### config.mk
export PLATFORM = sky130hd
export DESIGN_NAME = rr_arbiter4
export DESIGN_NICKNAME = d
export VERILOG_FILES = /design/src/rtl/arb_pkg.sv /design/src/rtl/rr_pick4.sv /design/src/rtl/rr_arbiter4.sv
export SDC_FILE = /design/constraint.sdc
export NUM_CORES = 1
export LEC_CHECK = 0
export ABC_AREA = 1
export CAP_MARGIN = 20
export CORE_MARGIN = 2
export CORE_UTILIZATION = 30
export CTS_BUF_LIST = sky130_fd_sc_hd__clkbuf_16
export CTS_CLUSTER_SIZE = 8
export DETAILED_ROUTE_END_ITERATION = 6
export PLACE_DENSITY_LB_ADDON = 0.12
export SLEW_MARGIN = 20
export SYNTH_ARGS = -nofsm -noshare
export SYNTH_HDL_FRONTEND = slang
export SYNTH_SLANG_ARGS = --single-unit
### constraint.sdc
create_clock -name i_clk -period 2.8 [get_ports i_clk]
set_clock_uncertainty 0.15 [all_clocks]
set_input_delay 0.56 -clock i_clk [delete_from_list [all_inputs] [get_ports i_clk]]
set_output_delay 0.56 -clock i_clk [all_outputs]
set_load 0.02 [all_outputs]
### src/rtl/arb_pkg.sv
// rtl/arb_pkg.sv - shared constants, FSM state type and index helper for rr_arbiter4
package arb_pkg;

   localparam int N_REQ = 4;
   localparam int IDX_W = 2;

   typedef enum logic {
      IDLE  = 1'b0,
      GRANT = 1'b1
   } arb_state_t;

   // Binary index of a one-hot vector; returns 0 for an all-zero vector.
   function automatic logic [IDX_W-1:0] onehot2idx(input logic [N_REQ-1:0] oh);
      logic [IDX_W-1:0] idx;
      idx = '0;
      for (int i = 0; i < N_REQ; i++) begin
         if (oh[i]) begin
            idx = IDX_W'(i);
         end
      end
      return idx;
   endfunction

endpackage

### src/rtl/rr_pick4.sv
// rtl/rr_pick4.sv - combinational rotating-priority picker over four requests
//   i_req      : request vector, bit i = requester i
//   i_ptr      : index that gets highest priority, then i_ptr+1, ... mod 4
//   i_mask_idx : requester excluded from the search when i_mask_en is set
//   i_mask_en  : enables the exclusion
//   o_pick_oh  : one-hot winner, or zero
//   o_pick_idx : binary index of the winner, 0 when none
//   o_pick_any : a winner exists
module rr_pick4
   import arb_pkg::*;
(
   input  logic [N_REQ-1:0] i_req,
   input  logic [IDX_W-1:0] i_ptr,
   input  logic [IDX_W-1:0] i_mask_idx,
   input  logic             i_mask_en,
   output logic [N_REQ-1:0] o_pick_oh,
   output logic [IDX_W-1:0] o_pick_idx,
   output logic             o_pick_any
);

   logic [N_REQ-1:0] w_mask;
   logic [N_REQ-1:0] w_elig;
   logic [IDX_W-1:0] w_cand;
   logic [IDX_W-1:0] w_idx;
   logic             w_found;

   assign w_mask = i_mask_en ? (N_REQ'(1) << i_mask_idx) : '0;
   assign w_elig = i_req & ~w_mask;

   // Walk the candidates in priority order; the 2-bit add wraps mod 4.
   always_comb begin
      w_cand  = '0;
      w_idx   = '0;
      w_found = 1'b0;
      for (int k = 0; k < N_REQ; k++) begin
         w_cand = i_ptr + IDX_W'(k);
         if (!w_found && w_elig[w_cand]) begin
            w_found = 1'b1;
            w_idx   = w_cand;
         end
      end
   end

   assign o_pick_any = w_found;
   assign o_pick_idx = w_idx;
   assign o_pick_oh  = w_found ? (N_REQ'(1) << w_idx) : '0;

endmodule

### src/rtl/rr_arbiter4.sv
// rtl/rr_arbiter4.sv - four-requester round-robin arbiter with hold-limit preemption
//   i_clk         : rising-edge clock
//   i_rst         : synchronous active-high reset
//   i_en          : gates issuing of new grants; an existing grant is kept
//   i_req         : level-sensitive request vector
//   o_grant       : registered one-hot grant or zero
//   o_grant_idx   : binary index of o_grant, 0 when no grant
//   o_grant_valid : o_grant != 0
//   o_preempt     : single-cycle pulse in the cycle a grant was cut by the hold limit
module rr_arbiter4
   import arb_pkg::*;
#(
   parameter int MAX_HOLD = 16,
   parameter int HOLD_W   = 8
)
(
   input  logic             i_clk,
   input  logic             i_rst,
   input  logic             i_en,
   input  logic [N_REQ-1:0] i_req,
   output logic [N_REQ-1:0] o_grant,
   output logic [IDX_W-1:0] o_grant_idx,
   output logic             o_grant_valid,
   output logic             o_preempt
);

   localparam logic [HOLD_W-1:0] HOLD_LIMIT = HOLD_W'(MAX_HOLD);
   localparam logic [HOLD_W-1:0] HOLD_SAT   = '1;
   localparam logic [HOLD_W-1:0] HOLD_ONE   = HOLD_W'(1);

   arb_state_t        r_state;
   logic [N_REQ-1:0]  r_grant;
   logic [IDX_W-1:0]  r_ptr;
   logic [HOLD_W-1:0] r_hold_cnt;
   logic              r_preempt;

   arb_state_t        w_state_nxt;
   logic [N_REQ-1:0]  w_grant_nxt;
   logic [IDX_W-1:0]  w_ptr_nxt;
   logic [HOLD_W-1:0] w_hold_nxt;
   logic              w_preempt_nxt;

   logic [IDX_W-1:0]  w_grant_idx;
   logic [IDX_W-1:0]  w_next_ptr;
   logic [IDX_W-1:0]  w_pick_ptr;
   logic              w_in_grant;
   logic [N_REQ-1:0]  w_pick_oh;
   logic [IDX_W-1:0]  w_pick_idx;
   logic              w_pick_any;

   assign w_grant_idx = onehot2idx(r_grant);
   assign w_next_ptr  = w_grant_idx + IDX_W'(1);
   assign w_in_grant  = (r_state == GRANT);

   // While granting, the only search that matters is the back-to-back one on
   // release, which starts just after the owner and excludes it.
   assign w_pick_ptr  = w_in_grant ? w_next_ptr : r_ptr;

   rr_pick4 u_pick (
      .i_req      (i_req),
      .i_ptr      (w_pick_ptr),
      .i_mask_idx (w_grant_idx),
      .i_mask_en  (w_in_grant),
      .o_pick_oh  (w_pick_oh),
      .o_pick_idx (w_pick_idx),
      .o_pick_any (w_pick_any)
   );

   always_ff @(posedge i_clk) begin
      if (i_rst) begin
         r_state    <= IDLE;
         r_grant    <= '0;
         r_ptr      <= '0;
         r_hold_cnt <= '0;
         r_preempt  <= 1'b0;
      end else begin
         r_state    <= w_state_nxt;
         r_grant    <= w_grant_nxt;
         r_ptr      <= w_ptr_nxt;
         r_hold_cnt <= w_hold_nxt;
         r_preempt  <= w_preempt_nxt;
      end
   end

   always_comb begin
      w_state_nxt   = r_state;
      w_grant_nxt   = r_grant;
      w_ptr_nxt     = r_ptr;
      w_hold_nxt    = r_hold_cnt;
      w_preempt_nxt = 1'b0;
      case (r_state)
         IDLE: begin
            w_grant_nxt = '0;
            w_hold_nxt  = '0;
            if (i_en && w_pick_any) begin
               w_grant_nxt = w_pick_oh;
               w_hold_nxt  = HOLD_ONE;
               w_state_nxt = GRANT;
            end
         end
         GRANT: begin
            if (!i_req[w_grant_idx]) begin
               // Release takes precedence over the hold limit.
               w_ptr_nxt = w_next_ptr;
               if (i_en && w_pick_any) begin
                  w_grant_nxt = w_pick_oh;
                  w_hold_nxt  = HOLD_ONE;
               end else begin
                  w_grant_nxt = '0;
                  w_hold_nxt  = '0;
                  w_state_nxt = IDLE;
               end
            end else if ((MAX_HOLD != 0) && (r_hold_cnt == HOLD_LIMIT)) begin
               w_grant_nxt   = '0;
               w_hold_nxt    = '0;
               w_preempt_nxt = 1'b1;
               w_ptr_nxt     = w_next_ptr;
               w_state_nxt   = IDLE;
            end else if (r_hold_cnt != HOLD_SAT) begin
               w_hold_nxt = r_hold_cnt + HOLD_ONE;
            end
         end
         default: begin
            w_state_nxt = IDLE;
            w_grant_nxt = '0;
            w_hold_nxt  = '0;
         end
      endcase
   end

   assign o_grant       = r_grant;
   assign o_grant_idx   = w_grant_idx;
   assign o_grant_valid = |r_grant;
   assign o_preempt     = r_preempt;

endmodule

==> metrics.txt <==
die height=68.5 um; CTS HTree Levels=1; Synth cell types=31; area of the multi-input gates=approximately 830 um2; final hold violation count=0; DRC Markers=0; worst-path fanout max=6; CTS tree=done; Final setup viols=0; DPL Wire Length=approximately 2500 um; Tightest Pin Transition=between 400 and 500 ps; Mapped Nets=198; CTS sink count=16; Worst Setup End Kind=output port; Seq/Total Area, Yosys=~26%; antenna violations before repair=0; IO buf count=14; Max Clk Rate=401 MHz; CP max-delay cell=clkdlybuf4s50_1; synthesized flop and latch total=16; Post-layout nets=215; Final Slew Violations=0; fin util=38.0%; Starting DRT DRC Count=75; Worst IR Drop VDD=0.322 mV; 1st-pass router iterations=4; GRT Resource Usage Total=between 10 and 15%; mean post-synth cell area=roughly 6.6 um2; min Tclk post-route=2490 ps; vias in the first global route=1234; routability cong.=0.765; fill count=434; fin crit share=89.0%; FP Rows=23; post_cts resized=0; first-pass GRT wire length=5370 um; worst hold path class=reg -> reg; total grt overflow=0; GR Util met1=18.0%; met2 Use GR=between 20 and 30%; Starting Density=31.2%; M3 GR Usage=around 1.5%; setup_tns=0 ps; RSZ-0062 raised after global routing=no; Static Leak=0.634 nW; # diodes=0; commonest non-fill, non-tap cells in the layout=nand2_1, inv_1, nand3_1; top cells by area, synth=dfxtp_1, nand2_1, nand3_1; slowest cell delay on critical path=between 500 and 600 ps; commonest non-fill, non-tap cell in the layout=nand2_1; clock root buffer=clkbuf_16; most used routing layer=met2; critical path type=reg -> out; die span in x=68.5 um; die footprint=4690 um2; cts bufs inserted=3; largest net degree at the start of global routing=12; maxcap violations=0; Mapped Cells=189; via count=1244; Data required, critical path=2090 ps; Yosys top cell by area=dfxtp_1; Power per Cell Area=roughly 700 nW/um2; synth-to-layout area growth=21.6%; share of cells above drive strength 1=approximately 16%; Routed Antenna Nets=0; final WL=3070 um; startpoint types=register; synthesized cell area=roughly 1200 um2; CTS max path bufs=2; Yosys warnings=0; storage element area=320 um2; top cell type's share of synthesized area=25.7%; DR vias/cell=about 4.9; clk slew on worst S/H paths=50 ps; Ports=15; clock latency on the worst-skew pair=around 250 ps; critical path, cell by cell=inv_2 -> nand2_2 -> nand2_1 -> inv_1 -> clkdlybuf4s50_1; headroom to the max-slew limit=~67%; CP arrival=~1800 ps; status=complete, no violations; CTS Hold Bufs=0; post-CTS repair timing setup buffer count=0; routed length per instance=between 10 and 15 um; Core Footprint=4000 um2
==> Yosys cell counts <==
cell type and count:
a211oi_1 1, a21boi_1 1, a21oi_1 12, a221oi_1 1, a31oi_1 1, and3_1 2
buf_1 1, buf_4 1, dfxtp_1 16, ha_1 2, inv_1 20, inv_2 2
nand2_1 43, nand2_2 9, nand2_4 8, nand3_1 20, nand3_2 5, nand3_4 1
nand3b_1 3, nand4_1 5, nor2_1 16, nor2_2 2, nor2_4 1, nor3_1 1
nor4_1 1, o211ai_1 1, o21ai_0 6, o21ai_1 1, or2_1 3, or2_2 2
xor2_1 1
==> where the power goes <==
part           switching [W]  total (W)  internal [W]
Combinational       0.000326   0.000511      0.000186
Sequential         0.0000264   0.000273      0.000246
Clock              0.0000889   0.000278      0.000189
==> layer usage <==
layer  routed length [um]  vias to the layer above
met5                    0                        -
met4                   19                        0
met3                   93                        4
met2                 1590                       19
met1                 1360                      567
li1                     -                      654
==> registers in the layout, indices dropped and copies added, names as in the netlist <==
| register | count |
|---|---|
| o_preempt | 1 |
| r_state | 1 |
| r_ptr | 2 |
| r_hold_cnt | 8 |
| o_grant | 4 |
==> worst paths after layout <==
kind,startpoint,endpoint,slack [ps],depth (start not counted)
max reg2reg,r_state$_SDFF_PP0_,o_grant[1]$_SDFFE_PP0P_,510,12
max,o_grant[3]$_SDFFE_PP0P_,o_grant_idx[0],310,5
min,r_ptr[0]$_SDFFE_PP0P_,r_ptr[0]$_SDFFE_PP0P_,310,2
min reg2reg,r_ptr[0]$_SDFFE_PP0P_,r_ptr[0]$_SDFFE_PP0P_,310,2
==> layout make-up <==
cell class / count / area share (%)
clock buffer: 3 / 4.94
sequential: 16 / 21.1
clock inverter: 1 / 0.247
tap: 50 / 4.12
multi-input combinational: 149 / 54.9
inverter: 22 / 5.44
timing repair buffer: 14 / 9.23
==> critical path, delay by kind of cell, from the launching register on <==
family / cells / cell delay [ps]
buffers and inverters: 3 / 800
flip-flops: 1 / 480
AND/OR/NAND/NOR: 2 / 250
==> stage by stage <==
stage	std cells	total power (W)	setup WS (ps)	instance area [um2]	hold slack [ps]
after floorplan	189	0.000657	775	1250	282
after global placement	251	0.000786	399	1440	309
after detailed placement	251	0.000791	388	1440	311
after CTS	255	0.00107	291	1520	319
after global routing	255	0.00115	206	1520	347
final	255	0.00106	307	1520	314
==> logic make-up after synthesis <==
| logic type | share of synthesized area (%) |
|---|---|
| AND/OR/NAND/NOR | 53.5 |
| AO/OA/AOI/OAI | 10.6 |
| buffers and inverters | 7.52 |
| flip-flops | 25.7 |
| adder cells (fa/ha/maj) | 2.00 |
| XOR/XNOR | 0.702 |
No activity file was read; power rests on OpenSTA's default activity.
